## config.mk

```make
export PLATFORM = sky130hd
export DESIGN_NAME = lif_layer_sequencer
export DESIGN_NICKNAME = d
export VERILOG_FILES = /design/src/rtl/lif_layer_sequencer.sv
export SDC_FILE = /design/constraint.sdc
export NUM_CORES = 1
export LEC_CHECK = 0
export BUFFER_PORTS_ARGS = -buffer_cell sky130_fd_sc_hd__buf_2
export CAP_MARGIN = 40
export CORE_MARGIN = 8
export CORE_UTILIZATION = 35
export DETAILED_ROUTE_END_ITERATION = 8
export PLACE_DENSITY = 0.54
export SYNTH_ARGS = -nofsm -noshare
export SYNTH_HDL_FRONTEND = slang
export SYNTH_SLANG_ARGS = --single-unit
export TNS_END_PERCENT = 100
```

## constraint.sdc

```tcl
create_clock -name clk -period 2.9 [get_ports clk]
set_input_delay 0.145 -clock clk [delete_from_list [all_inputs] [get_ports clk]]
set_output_delay 0.145 -clock clk [all_outputs]
set_load 0.005 [all_outputs]
```

## src/rtl/lif_layer_sequencer.sv

```systemverilog
// Sequencer for one LIF layer: byte-wise weight load, timed ce run, spike capture.
// Optional per-neuron saturating spike counters are enabled by LIF_LAYER_SEQ_SPIKE_CNT_EN.
module lif_layer_sequencer #(
    parameter int N_STAGE    = 3,
    parameter int NEURON_NUM = 4
) (
    input  logic                                    clk,
    input  logic                                    rst_n,
    input  logic                                    cfg_valid,
    input  logic [7:0]                              cfg_data,
    output logic                                    cfg_ready,
    input  logic                                    start,
    input  logic [7:0]                              num_steps,
    output logic [NEURON_NUM*(2**N_STAGE)-1:0]      w,
    output logic                                    ce,
    input  logic [NEURON_NUM-1:0]                   spike_in,
    output logic                                    busy,
    output logic                                    done,
`ifdef LIF_LAYER_SEQ_SPIKE_CNT_EN
    output logic [4*NEURON_NUM-1:0]                 spike_cnt,
`endif
    output logic [NEURON_NUM-1:0]                   spike_flags
);

    localparam int W_BITS  = NEURON_NUM * (2**N_STAGE);
    localparam int W_BYTES = W_BITS / 8;
    localparam int BC_W    = (W_BYTES > 1) ? $clog2(W_BYTES) : 1;
    localparam logic [BC_W-1:0] LAST_BYTE = BC_W'(W_BYTES - 1);

    localparam logic [1:0] S_IDLE  = 2'd0;
    localparam logic [1:0] S_RUN   = 2'd1;
    localparam logic [1:0] S_DRAIN = 2'd2;

    logic [1:0]            r_state;
    logic [1:0]            w_state_nxt;
    logic [7:0]            r_step_cnt;
    logic [BC_W-1:0]       r_byte_cnt;
    logic [W_BITS-1:0]     r_shadow;
    logic [W_BITS-1:0]     w_shadow_upd;
    logic [W_BITS-1:0]     r_w;
    logic                  r_ce_q;
    logic                  r_done;
    logic [NEURON_NUM-1:0] r_flags;
    logic                  w_start_acc;
    logic                  w_cfg_fire;

    // start only counts when no partial weight load is pending, and it pre-empts a byte
    assign w_start_acc = (r_state == S_IDLE) && start && (r_byte_cnt == '0);
    assign cfg_ready   = (r_state == S_IDLE) && !w_start_acc;
    assign w_cfg_fire  = cfg_valid && cfg_ready;

    assign ce          = (r_state == S_RUN);
    assign busy        = (r_state != S_IDLE);
    assign done        = r_done;
    assign w           = r_w;
    assign spike_flags = r_flags;

    always_comb begin
        w_shadow_upd = r_shadow;
        w_shadow_upd[int'(r_byte_cnt) * 8 +: 8] = cfg_data;
    end

    always_comb begin
        w_state_nxt = r_state;
        case (r_state)
            S_IDLE: begin
                if (w_start_acc)
                    w_state_nxt = (num_steps == 8'd0) ? S_DRAIN : S_RUN;
            end
            S_RUN: begin
                if (r_step_cnt == 8'd1)
                    w_state_nxt = S_DRAIN;
            end
            S_DRAIN: w_state_nxt = S_IDLE;
            default: w_state_nxt = S_IDLE;
        endcase
    end

    always_ff @(posedge clk or negedge rst_n) begin
        if (!rst_n) begin
            r_state    <= S_IDLE;
            r_step_cnt <= '0;
            r_ce_q     <= 1'b0;
            r_done     <= 1'b0;
        end else begin
            r_state <= w_state_nxt;
            r_ce_q  <= ce;
            r_done  <= (r_state == S_DRAIN);
            if (w_start_acc)
                r_step_cnt <= num_steps;
            else if (r_state == S_RUN)
                r_step_cnt <= r_step_cnt - 8'd1;
        end
    end

    // w only moves on the final byte, taking the shadow with that byte merged in
    always_ff @(posedge clk or negedge rst_n) begin
        if (!rst_n) begin
            r_shadow   <= '0;
            r_byte_cnt <= '0;
            r_w        <= '0;
        end else if (w_cfg_fire) begin
            r_shadow <= w_shadow_upd;
            if (r_byte_cnt == LAST_BYTE) begin
                r_byte_cnt <= '0;
                r_w        <= w_shadow_upd;
            end else begin
                r_byte_cnt <= r_byte_cnt + 1'b1;
            end
        end
    end

    always_ff @(posedge clk or negedge rst_n) begin
        if (!rst_n)
            r_flags <= '0;
        else if (w_start_acc)
            r_flags <= '0;
        else if (r_ce_q)
            r_flags <= r_flags | spike_in;
    end

`ifdef LIF_LAYER_SEQ_SPIKE_CNT_EN
    logic [4*NEURON_NUM-1:0] r_spike_cnt;

    assign spike_cnt = r_spike_cnt;

    always_ff @(posedge clk or negedge rst_n) begin
        if (!rst_n) begin
            r_spike_cnt <= '0;
        end else if (w_start_acc) begin
            r_spike_cnt <= '0;
        end else if (r_ce_q) begin
            for (int unsigned i = 0; i < NEURON_NUM; i++) begin
                if (spike_in[i] && (r_spike_cnt[4*i +: 4] != 4'hF))
                    r_spike_cnt[4*i +: 4] <= r_spike_cnt[4*i +: 4] + 4'd1;
            end
        end
    end
`endif

endmodule

```

# After elaboration in Yosys (flattened, before gate mapping)
# Cells that the tools add are included.
[op_classes]
multipliers = 0
n_reduce_logical = 13
div = 0
muxes = 10
n_bitwise = 1
magnitude_cmp = 0
add_sub_neg = 3
n_eq_ne = 6
n_shift = 2
[op_table]
columns = ["operator", "count"]
rows = [
  ["negation 5 -> 33 bit", 1],
  ["variable shift 8 x 33 -> 32 bit (first input constant)", 1],
  ["indexed part select 8 x 33 -> 32 bit", 1],
  ["bitwise mux 32 bit", 1],
  ["2-to-1 mux 8 bit", 2],
  ["equality test 8 x 1 -> 1 bit (second input constant)", 1],
  ["zero test 8 bit", 1],
  ["2-to-1 mux 2 bit", 4],
  ["2-to-1 mux 4 bit", 2],
  ["subtractor 8 x 1 -> 8 bit (second input constant)", 1],
  ["nonzero test 2 bit", 3],
  ["equality test 2 bit (second input constant)", 2],
  ["logical AND 1 bit", 4],
  ["zero test 2 bit", 2],
  ["OR 4 bit", 1],
  ["one-hot mux 2 bit (2 select lines)", 1],
  ["AND reduction 2 bit", 2],
  ["adder 2 x 1 -> 2 bit (second input constant)", 1],
  ["equality test 2 x 1 -> 1 bit (second input constant)", 1],
  ["!= test 2 x 1 -> 1 bit (second input constant)", 1],
  ["!= test 2 bit (second input constant)", 1],
  ["zero test 1 bit", 1],
]
[word_totals]
ramBits = 0
reg_bits = 82
memories = 0
latch_bits = 0
rom_bits = 0
in_bits = 24

# Depth between registers and ports, before layout
# Gate-level depths: netlist (run 1).
[logic_depth]
depth_word = 7
ltp_mapped = 9

# Worst setup path before layout (run 1)
# Ideal clock, no wire load.
[synth_path]
kind = "reg-to-reg"
start = "register r_byte_cnt[0]"
end = "register r_w[10] (netlist: w[10])"
slack_ns = 0.692
path_buffers = 3
arrival_time_ns = 2.080
setup_ns = 0.127
t_required_ns = 2.773
synth_period_minus_slack_ns = 2.208
stages_incl_launch_ff = 10
cell_sequence = "dfrtp_1 > inv_1 > ha_1 > buf_6 > a211o_4 > inv_4 > and3_1 > buf_6 > buf_6 > mux2_1"
[synth_via]
elab_chain_cells = 6
[synth_rtl]
columns = ["item", "line", "text"]
rows = [
  ["from (decl)", "37", "logic [BC_W-1:0] r_byte_cnt;"],
  ["from (signal assigned)", "108", "r_byte_cnt <= r_byte_cnt + 1'b1;"],
  ["zero test 2 bit", "48", "assign w_start_acc = (r_state == S_IDLE) && start && (r_byte_cnt == '0);"],
  ["logical AND 1 bit", "48", ""],
  ["zero test 1 bit", "49", "assign cfg_ready = (r_state == S_IDLE) && !w_start_acc;"],
  ["logical AND 1 bit", "49", ""],
  ["named net cfg_ready", "11", "output logic cfg_ready,"],
  ["logical AND 1 bit", "50", "assign w_cfg_fire = cfg_valid && cfg_ready;"],
  ["AND reduction 2 bit (no line)", "n/a", ""],
  ["to (signal assigned)", "106", "r_w <= w_shadow_upd;"],
  ["to (decl)", "40", "logic [W_BITS-1:0] r_w;"],
]
# The timed path passes the listed nets, and every way through them passes these cells.
# A chain may end at the register's enable or synchronous reset.

# Worst setup path in the final report (run 1)
[layout_path]
start = "register r_byte_cnt[0]"
end = "register r_shadow[16]"
[layout_via]
elab_chain_cells = 5
[layout_rtl]
columns = ["item", "line", "text"]
rows = [
  ["parallel branches: the longest is 5 deep, another holds negation 5 -> 33 bit", "n/a", ""],
  ["to (signal assigned)", "103", "r_shadow <= w_shadow_upd;"],
  ["to (decl)", "38", "logic [W_BITS-1:0] r_shadow;"],
]
# Several ways; the timed one is not identified.

==> results of run 1 <==
## metrics by stage
| step | hold slack (ns) | cells | area [um^2] | utilization | worst slack [ns] |
|---|---|---|---|---|---|
| floorplan | -0.151 | 329 | 3850 | - | 0.692 |
| global placement | 0.378 | 515 | 4250 | 0.394 | 0.533 |
| detailed placement | 0.184 | 516 | 4270 | 0.396 | 0.462 |
| CTS | 0.00130 | 533 | 4480 | 0.415 | 0.433 |
| global route | 0.0146 | 533 | 4480 | 0.415 | 0.238 |
| finish | 0.0201 | 533 | 4480 | 0.415 | 0.418 |
## power breakdown
part	internal (mW)	switching, mW	total, mW
sequential	1.15	0.00637	1.16
combinational	0.0398	0.0969	0.137
clock	0.423	0.419	0.841
## how the worst min path moves through the flow
stage | start | end | slack, ns | cells after the start
finish | num_steps[7] | r_step_cnt[7] | 0.02 | 3
global route | num_steps[3] | r_step_cnt[3] | 0.01 | 3
CTS | num_steps[3] | r_step_cnt[3] | 0.001 | 3
detailed placement | rst_n | w[19] | 0.18 | 1
global placement | num_steps[7] | r_step_cnt[7] | 0.38 | 3
floorplan | rst_n | done | -0.15 | 0
## repair_timing
item | CTS | global route
hold buffers | 1 | 0
hold endpoints to repair | 42 | 0
setup buffers | 0 | 0
## routing by layer
metal,track usage,vias to the layer above
li1,-,1360
met1,0.189,1456
met2,0.215,79
met3,0.0349,12
met4,0.0492,0
met5,0,-
## cells in the mapped netlist (2+ instances only)
| library cell | number | area (um^2) |
|---|---|---|
| mux2_2 | 2 | 22.5 |
| o211ai_1 | 5 | 37.5 |
| a21oi_1 | 4 | 20.0 |
| ha_1 | 8 | 100 |
| a221o_1 | 3 | 30.0 |
| dfrtp_1 | 82 | 2050 |
| nor2_1 | 10 | 37.5 |
| nor3_1 | 13 | 65.1 |
| a32o_1 | 16 | 160 |
| o2bb2ai_1 | 2 | 17.5 |
| buf_6 | 3 | 33.8 |
| o311ai_0 | 2 | 17.5 |
| nor4_1 | 2 | 12.5 |
| buf_2 | 6 | 30.0 |
| inv_1 | 35 | 131 |
| nand2_1 | 8 | 30.0 |
| nor4bb_1 | 2 | 20.0 |
| buf_1 | 6 | 22.5 |
| or4_1 | 3 | 22.5 |
| o32a_1 | 13 | 130 |
| nand3_1 | 8 | 40.0 |
| mux2_1 | 17 | 191 |
| nand2b_1 | 2 | 12.5 |
| o21ai_0 | 15 | 75.1 |
| clkbuf_1 | 4 | 15.0 |
| a22o_1 | 30 | 263 |
| or3_1 | 2 | 12.5 |
| buf_4 | 2 | 15.0 |
| nand4bb_1 | 2 | 22.5 |
| and3_1 | 2 | 12.5 |
| o32ai_1 | 5 | 43.8 |
## state kept, by name, indices dropped and copies added, names as in the netlist
signal       cells
r_shadow        32
done             1
w               32
r_state          2
spike_flags      4
r_step_cnt       8
r_byte_cnt       2
r_ce_q           1
## logic make-up (layout without fill, tap and decap cells)
family | after synthesis | in the layout | share of synthesized area
AOI/OAI and AO/OA | 96 | 96 | 0.211
and+or+nand+nor | 65 | 65 | 0.102
adders and majority gates | 8 | 8 | 0.0260
buffers and inverters | 58 | 122 | 0.0711
muxes | 20 | 20 | 0.0581
DFF | 82 | 82 | 0.532
## critical path, stage by stage, from the launching register on
cell	delay, ns
dfrtp_1	0.52
inv_1	0.14
ha_1	0.35
or3b_1	0.67
nor4_4	0.52
a22o_1	0.22
## final cells by class
| class | instances | area, um^2 |
|---|---|---|
| fill | 1056 | 6310 |
| sequential | 82 | 2050 |
| multi-input combinational | 189 | 1530 |
| timing repair buffer | 70 | 385 |
| tap | 140 | 175 |
| clock buffer | 10 | 138 |
| inverter | 36 | 138 |
| clock inverter | 6 | 66.3 |
==> parameters.txt, run 1 <==
Parameter                              Value

Detailed routing
  Met2 wire length    4.54 mm
  Detailed-route DRC error count    0
  Routed length on met3    ~580 um
  Number of antenna-violating nets in the routed design    0
  Detailed-route wire length    between 9 and 10 mm
  Number of vias after detailed routing    ~2900
  DR pass1 iterations    4
  Vias per cell    5.45
  Topmost layer with routed signal wires    met4
  Met1 routed wirelength after detailed routing    4.59 mm
  DRT iter0 DRCs    roughly 280
  Wire length per cell after detailed routing    18.5 um

Layout
  Number of diodes added for antenna fixing    0
  Layout net count    420
  Layout area overhead    16.3%
  Most common cell after layout, fill and taps aside    dfrtp_1
  Share of post-route cells with drive strength above 1    0.237
  Commonest cells after routing, fill and taps aside    dfrtp_1 (82), buf_2 (62), inv_1 (35)

Critical path
  Arrival time reported for the critical path endpoint    2.77 ns
  Endpoint of the worst setup timing path    r_shadow[16]
  Crit Path Max Fanout    15
  Kind of capture point of the worst setup path    flip-flop
  Start-to-end type of the worst setup path    flip-flop to flip-flop
  Destination of the worst register-to-register timing path    r_shadow[16]
  Cells on worst reg2reg path    5
  Worst Setup Start Kind    flip-flop
  Required arrival time at the worst endpoint    3.19 ns
  First element of the critical path    r_byte_cnt[0]
  Startpoint of the worst-slack reg-to-reg timing path    r_byte_cnt[0]
  Worst-case register-to-register setup slack    between 0.4 and 0.5 ns

Synth
  Share of synthesized flip-flops with an asynchronous set or reset    1.00
  Count of flip-flops with a built-in enable after synthesis    0
  Count of mapped cells out of synthesis    ~330
  YS warnings    0
  Syn Nets    361
  Primary FF master, synth    dfrtp_1
  Mapped Area    roughly 3900 um^2
  Distinct cell type count of the synthesized netlist    46
  Post-synthesis average cell area    11.7 um^2
  Flip-flop and latch count after synthesis    82
  Sequential-to-total area share from yosys stat    0.532

Floorplanning
  Initial cell density of the core    0.357
  Die width    121 um
  Die Ht    about 120 um
  Area inside the core boundary    about 11000 um^2
  Die area    between 10000 and 15000 um^2
  Row Count    38
  I/O pin count    64

Clock tree
  Number of buffers inserted during clock tree synthesis    9
  Clock tree from TritonCTS    yes
  CTS clock-pin slew for the worst setup and hold paths    0.09 ns
  Clock Root Buffer    clkbuf_8
  Post_cts resized    0
  Number of sinks driven by the clock tree    slightly above 80
  Skew-Pair Late Insertion Delay    around 0.35 ns
  Number of H-tree levels    3
  Longest Clk Path Bufs    2

STA
  Setup Total Neg Slack    0 ns
  Transition time at the pin with the least slew margin    0.751 ns
  Relative slew margins    0.499
  Crit share post-route    0.856
  Final Hold Violating Endpoints    0
  Number of slew-limit violations in the final report    0
  Maximum frequency from static timing analysis    between 400 and 500 MHz
  Number of failing setup endpoints in the final timing report    0
  Minimum clock period    2.48 ns
  Unrepaired setup endpoints after global routing    false
  Clock tree skew after final layout    0.00980 ns

Run status
  Run status    completed

Job
  Max-cap check violation count    0

Placed design
  HPWL after DPL    7.14 mm
  RePlAce Congestion    0.826
  Number of buffers inserted by port buffering    63

Global route
  Global-route usage over all layers    0.140
  Gr ovfl total    0
  Maximum number of pins on one net before global-route repair    44
  Initial antenna violation count    0
  Number of global-route vias before repair    2944
  First-pass GRT wire length    16.1 mm

Power
  Worst vdd rail ir drop    about 0.27 mV
  Cell Pwr Density    476 nW/um^2
  Leakage dissipation    2.15 nW
  Total power    2.13 mW

Min path
  Class of the most critical hold timing path    primary input to flip-flop
Note: power is estimated with default switching activity, not from simulation.
==> run 2, diff against run 1 <==
Settings changed: REMOVE_ABC_BUFFERS set to 1.
==> parameters.txt, run 2 (synthesized netlist as in run 1, its figures left out) <==
Parameter                              Value

Critical path
  Cells on worst reg2reg path    7 (+2)
  Arrival time reported for the critical path endpoint    2.74 ns (-0.03 ns)
  Destination of the worst register-to-register timing path    w[28]
  First element of the critical path    r_byte_cnt[0]
  Required arrival time at the worst endpoint    3.14 ns (-0.05 ns)
  Kind of capture point of the worst setup path    flip-flop
  Cell with the biggest individual delay on the critical path    dfrtp_1
  Critical path cell sequence    inv_1 > ha_1 > a211o_4 > inv_4 > and3_1 > buf_4 > mux2_2
  Kind of cell adding the most delay to the critical path    buffers and inverters
  Critical Path Max Stage Delay    0.54 ns (-0.13 ns)
  Startpoint of the worst-slack reg-to-reg timing path    r_byte_cnt[0]
  Worst-case register-to-register setup slack    0.40 ns (about the same)
  Crit Path Max Fanout    21 (+6)
  Start-to-end type of the worst setup path    flip-flop to flip-flop
  WP buf/inv    3 (+2)
  Worst Setup Start Kind    flip-flop

Clock tree
  Clock Root Buffer    clkbuf_8
  Post-CTS repair timing setup buffer count    0 (unchanged)
  Number of buffers inserted during clock tree synthesis    9 (unchanged)
  Clock tree from TritonCTS    yes
  Longest Clk Path Bufs    2 (unchanged)
  CTS clock-pin slew for the worst setup and hold paths    0.09 ns (about the same)
  Number of H-tree levels    3 (unchanged)
  Skew-Pair Late Insertion Delay    0.36 ns (about the same)
  Number of sinks driven by the clock tree    82 (unchanged)

Global route
  Number of global-route vias before repair    3114 (+5.8%)
  Initial antenna violation count    0 (unchanged)
  Gr ovfl total    0 (unchanged)
  Global-route usage over all layers    0.141 (+0.000566)
  First-pass GRT wire length    16.4 mm (+2.1%)
  Maximum number of pins on one net before global-route repair    47 (+6.8%)

Layout
  Multi-input logic area    1530 um^2 (unchanged)
  Share of post-route cells with drive strength above 1    0.233 (-0.00373)
  Commonest cells after routing, fill and taps aside    dfrtp_1 (82), buf_2 (62), inv_1 (35)
  Layout net count    422 (+0.48%)
  Number of diodes added for antenna fixing    0 (unchanged)
  Register Area    2050 um^2 (unchanged)
  Number of cells in the finished layout apart from fillers    535 (+0.38%)
  Final core area utilization    0.416 (+0.000696)
  Number of fill cells in the layout    1035 (-2.0%)
  Most common cell after layout, fill and taps aside    dfrtp_1
  Layout area overhead    16.5%
  Non-Filler Cell Area, Final    4490 um^2 (+0.17%)

Floorplanning
  I/O pin count    64 (unchanged)
  Initial cell density of the core    0.357 (unchanged)
  Die Ht    121 um (unchanged)
  Row Count    38 (unchanged)
  Die width    121 um (unchanged)
  Area inside the core boundary    10800 um^2 (unchanged)
  Die area    14600 um^2 (unchanged)

Power
  Cell Pwr Density    468 nW/um^2 (-1.6%)
  Leakage dissipation    2.14 nW (-0.22%)
  Worst vdd rail ir drop    0.190 mV (-31%)

Detailed routing
  Detailed-route DRC error count    0 (unchanged)
  Wire length per cell after detailed routing    18.7 um (+0.91%)
  Detailed-route wire length    10.0 mm (+1.3%)
  DR pass1 iterations    4 (unchanged)
  DRT iter0 DRCs    187 (-34%)
  Number of vias after detailed routing    2908 (+0.034%)
  Number of antenna-violating nets in the routed design    0 (unchanged)
  Vias per cell    5.44 (-0.34%)

Placed design
  RePlAce Congestion    0.815 (-1.3%)
  Worst-case setup slack after placement    0.434 ns (-0.0271 ns)
  Number of buffers inserted by port buffering    63 (unchanged)
  Standard cell area after detailed placement    4280 um^2 (+0.35%)
  HPWL after DPL    7.10 mm (-0.62%)
  Cell total after placement    517 (+0.19%)

STA
  Minimum clock period    2.50 ns (+0.0147 ns)
  Unrepaired setup endpoints after global routing    false
  Number of slew-limit violations in the final report    0 (unchanged)
  Transition time at the pin with the least slew margin    0.520 ns (-0.232 ns)
  Crit share post-route    0.861 (+0.00507)
  Setup Total Neg Slack    0 ns (unchanged)
  Relative slew margins    0.654 (+0.155)
  Final Hold Violating Endpoints    0 (unchanged)
  Maximum frequency from static timing analysis    401 MHz (-0.59%)
  Number of failing setup endpoints in the final timing report    0 (unchanged)
  Clock tree skew after final layout    0.0136 ns (+0.00380 ns)
  Post-route setup slack    0.404 ns (-0.0147 ns)

Run status
  Run status    completed

Min path
  Class of the most critical hold timing path    primary input to flip-flop
  Worst hold path startpoint    num_steps[3]
  Hold path cells    3 (unchanged)
  Endpoint of the worst hold path    r_step_cnt[3]

Job
  Max-cap check violation count    0 (unchanged)
-- run 2: cell count changes in the layout (fill, tap and decap cells not counted) --
cell,change
buf_12,-1
clkinv_4,-3
buf_16,+1
dlygate4sd3_1,+1
buf_4,+1
clkinvlp_4,+2
clkbuf_1,+2
clkbuf_8,-1
-- run 2: metrics by stage --
stage,power [mW],hold WS (ns)
after floorplan,1.23,-0.151
after global placement,1.31,0.375
after detailed placement,1.32,0.155
after CTS,2.13,0.0106
after global routing,2.19,0.0278
final,2.10,0.0231
-- run 2: power by group --
part / total (mW) / switching [mW] / leakage [nW] / internal, mW
clock network: 0.806 / 0.410 / 0.0893 / 0.396
registers: 1.16 / 0.00656 / 1.07 / 1.15
logic: 0.142 / 0.0980 / 0.982 / 0.0438
-- run 2: final cells by class --
type,count,area share
Inverter,36,0.0306
Multi-Input combinational cell,189,0.340
Tap cell,140,0.0390
Clock buffer,11,0.0293
Clock inverter,5,0.0123
Timing Repair Buffer,72,0.0914
Sequential cell,82,0.457
-- run 2: worst max-delay path by stage --
stage                       end  slack (ns)  cells after the start
final                     w[28]        0.40                      7
after global routing      w[28]        0.28                      7
after CTS                 w[28]        0.43                      7
after detailed placement  w[28]        0.43                      7
after floorplan           w[27]        0.25                      6
after global placement    w[27]        0.51                      7
-- run 2: metal layers --
metal | vias up | GRT usage | part of all wire
li1 | 1356 | - | -
met3 | 10 | 0.0396 | 0.051
met1 | 1488 | 0.183 | 0.48
met2 | 54 | 0.225 | 0.46
met5 | - | 0 | 0
met4 | 0 | 0.0375 | 0.0093
-- run 2: worst reg2reg max path, cell delays in order, from the launching register on --
cell and delay, ns:
dfrtp_1 0.54, inv_1 0.16, ha_1 0.34, a211o_4 0.41, inv_4 0.10, and3_1 0.18, buf_4 0.29, mux2_2 0.38
-- run 2: timing repair --
| action | 4_1_cts | 5_1_grt |
|---|---|---|
| gates resized for setup | 0 | 0 |
| endpoints found under the hold margin | 37 | 0 |
| hold buffers | 2 | 0 |
==> run 3, diff against run 2 <==
Settings changed: ABC_AREA set to 1, CELL_PAD_IN_SITES_DETAIL_PLACEMENT set to 0, CELL_PAD_IN_SITES_GLOBAL_PLACEMENT set to 1, PLACE_DENSITY 0.54 to 0.69.
==> parameters.txt, run 3 <==
Parameter                              Value

Layout
  Layout area overhead    18.6%
  Commonest cells after routing, fill and taps aside    nand2_1 (286), dfrtp_1 (82), buf_2 (62)
  Number of fill cells in the layout    1160 (+12%)
  Number of cells in the finished layout apart from fillers    733 (+37%)
  Number of diodes added for antenna fixing    0 (unchanged)
  Non-Filler Cell Area, Final    4710 um^2 (+5.0%)
  Final core area utilization    0.418 (+0.00207)
  Most common cell after layout, fill and taps aside    nand2_1
  Layout net count    618 (+46%)
  Share of post-route cells with drive strength above 1    0.156 (-0.0770)

Synth
  Post-synthesis average cell area    7.58 um^2 (-35%)
  Distinct cell type count of the synthesized netlist    25 (-46%)
  YS warnings    0 (unchanged)
  Share of synthesized flip-flops with an asynchronous set or reset    1.00 (unchanged)
  Flip-flop and latch count after synthesis    82 (unchanged)
  Mapped Area    3970 um^2 (+3.1%)
  Count of mapped cells out of synthesis    524 (+59%)
  Synth area leaders    dfrtp_1 (52%), nand2_1 (27%), inv_1 (3.5%), nor2_1 (2.7%), ha_1 (2.5%)
  Primary FF master, synth    dfrtp_1
  Most common cell in the netlist    nand2_1
  Sequential-to-total area share from yosys stat    0.516 (-0.0159)
  Post-synthesis cell type with the largest combined area    dfrtp_1
  Most common library cells after synthesis    nand2_1 (286), dfrtp_1 (82), inv_1 (37)
  Post-synth top area share    0.516 (-0.0159)
  Count of flip-flops with a built-in enable after synthesis    0 (unchanged)

Placed design
  Standard cell area after detailed placement    4390 um^2 (+2.4%)
  RePlAce Congestion    0.798 (-2.0%)
  HPWL after DPL    7.00 mm (-1.4%)
  Cell total after placement    717 (+39%)
  Number of buffers inserted by port buffering    63 (unchanged)

Power
  Reg power frac    0.469 (-0.080)
  Proportion of power drawn by combinational gates    0.028 (-0.039)
  Sw Ratio    0.205 (-0.0393)
  Cell Pwr Density    517 nW/um^2 (+10%)
  Worst vdd rail ir drop    0.245 mV (+29%)
  Clock network fraction of total power    0.503 (+0.120)
  Power dissipated by switching net loads    501 uW (-2.7%)
  Internal Dissipation    1.94 mW (+22%)
  Leakage dissipation    2.68 nW (+25%)
  Total power    2.44 mW (+16%)

Clock tree
  Longest Clk Path Bufs    2 (unchanged)
  Post-CTS repair timing setup buffer count    0 (unchanged)
  Number of sinks driven by the clock tree    82 (unchanged)
  CTS clock-pin slew for the worst setup and hold paths    0.06 ns (-0.03 ns)
  Post_cts resized    0 (unchanged)
  Skew-Pair Late Insertion Delay    0.34 ns (-0.02 ns)
  Number of H-tree levels    3 (unchanged)
  Number of buffers inserted during clock tree synthesis    9 (unchanged)
  Clock tree from TritonCTS    yes
  Clock Root Buffer    clkbuf_16

STA
  Minimum clock period    2.13 ns (-0.371 ns)
  Crit share post-route    0.733 (-0.128)
  Maximum frequency from static timing analysis    471 MHz (+17%)
  Number of failing setup endpoints in the final timing report    0 (unchanged)
  Relative slew margins    0.623 (-0.0304)
  Clock tree skew after final layout    0.00491 ns (-0.00869 ns)
  Transition time at the pin with the least slew margin    0.565 ns (+0.0450 ns)
  Final Hold Violating Endpoints    0 (unchanged)
  Unrepaired setup endpoints after global routing    false
  Setup Total Neg Slack    0 ns (unchanged)
  Number of slew-limit violations in the final report    0 (unchanged)

Critical path
  Kind of capture point of the worst setup path    flip-flop
  Arrival time reported for the critical path endpoint    2.33 ns (-0.41 ns)
  Worst Setup Start Kind    flip-flop
  Crit Path Max Fanout    25 (+19%)
  Required arrival time at the worst endpoint    3.11 ns (-0.03 ns)
  Start-to-end type of the worst setup path    flip-flop to flip-flop

Detailed routing
  DRT iter0 DRCs    205 (+9.6%)
  Number of antenna-violating nets in the routed design    0 (unchanged)
  DR pass1 iterations    4 (unchanged)
  Detailed-route wire length    9.96 mm (-0.42%)
  Number of vias after detailed routing    3336 (+15%)
  Vias per cell    4.55 (-16%)
  Wire length per cell after detailed routing    13.6 um (-27%)
  Detailed-route DRC error count    0 (unchanged)

Job
  Max-cap check violation count    0 (unchanged)

Min path
  Class of the most critical hold timing path    primary input to flip-flop

Global route
  Global-route usage over all layers    0.142 (+0.00151)
  Gr ovfl total    0 (unchanged)
  Number of global-route vias before repair    3375 (+8.4%)
  First-pass GRT wire length    16.8 mm (+2.1%)
  Maximum number of pins on one net before global-route repair    59 (+26%)
  Initial antenna violation count    0 (unchanged)

Floorplanning
  Die area    15000 um^2 (+2.7%)
  Initial cell density of the core    0.353 (-0.00464)
  Row Count    39 (+2.6%)
  I/O pin count    64 (unchanged)
  Die width    123 um (+1.3%)
  Area inside the core boundary    11300 um^2 (+4.4%)
  Die Ht    123 um (+1.3%)

Run status
  Run status    completed
## run 3: cell count changes in the layout (fill, tap and decap cells not counted), sizes merged, moves of 8 or more
cell and change:
a32o -16, nand2 +280, o32a -13, mux2 -19, a22o -30, nor2 +22
nand4 +9, o21ai +8, nor3 -13
## run 3: per-stage QoR
| stage | hold slack (ns) | setup WS, ns |
|---|---|---|
| after floorplan | -0.151 | 0.413 |
| after global placement | 0.379 | 0.824 |
| after detailed placement | 0.0913 | 0.766 |
| after CTS | 0.0295 | 0.761 |
| after global routing | 0.0532 | 0.572 |
| final | 0.0390 | 0.775 |
## run 3: routing by layer
metal	vias up	track usage	part of all wire
met5	-	0	0
li1	1732	-	-
met4	0	0.0678	0.020
met1	1531	0.178	0.46
met2	59	0.230	0.47
met3	14	0.0322	0.046
## run 3: path summary, 6_finish.rpt
kind	end	cells past startpoint	start	slack (ns)
max in group asynchronous	r_step_cnt[4]	3	rst_n	2.04
min in group asynchronous	w[26]	2	rst_n	0.26
hold reg to reg	w[27]	2	w[27]	0.47
setup reg to reg	r_byte_cnt[1]	8	r_byte_cnt[0]	0.77
hold / removal	r_step_cnt[4]	3	num_steps[4]	0.04
setup / recovery	r_byte_cnt[1]	8	r_byte_cnt[0]	0.77
## run 3: repair_timing
item | 4_1_cts | 5_1_grt
setup endpoints to repair | 0 | 0
hold buffers | 1 | 0
endpoints found under the hold margin | 24 | 0
## run 3: cells by family (layout without fill, tap and decap cells)
logic type               after synthesis  after routing  synth area share
flip-flops                            82             82             0.516
AND/OR/NAND/NOR                      340            340             0.335
adder cells (fa/ha/maj)                8              8            0.0252
XOR/XNOR                               1              1           0.00220
buffers and inverters                 59            125            0.0749
AO/OA/AOI/OAI                         34             34            0.0463
## run 3: power groups by stage
stage                     combinational [mW]  clock, mW  sequential [mW]
after CTS                             0.0704       1.26             1.14
after global placement                0.0643          0             1.17
after floorplan                       0.0134          0             1.17
final                                 0.0676       1.23             1.14
after global routing                  0.0789       1.31             1.14
after detailed placement              0.0691          0             1.17
## run 3: area by class of cell
class	count	area (um^2)	area share
Clock buffer	10	239	0.0507
Multi-Input combinational cell	383	1620	0.345
Sequential cell	82	2050	0.435
Timing Repair Buffer	68	378	0.0802
Inverter	42	163	0.0345
Tap cell	143	179	0.0380
Clock inverter	5	78.8	0.0167
## run 3: critical path, cell delays in order, from the launching register on
cell and delay (ns):
dfrtp_1 0.54, inv_1 0.16, ha_1 0.30, nand2_1 0.14
nand2_2 0.09, nor2_4 0.10, buf_4 0.21, buf_4 0.32
o21ai_0 0.13
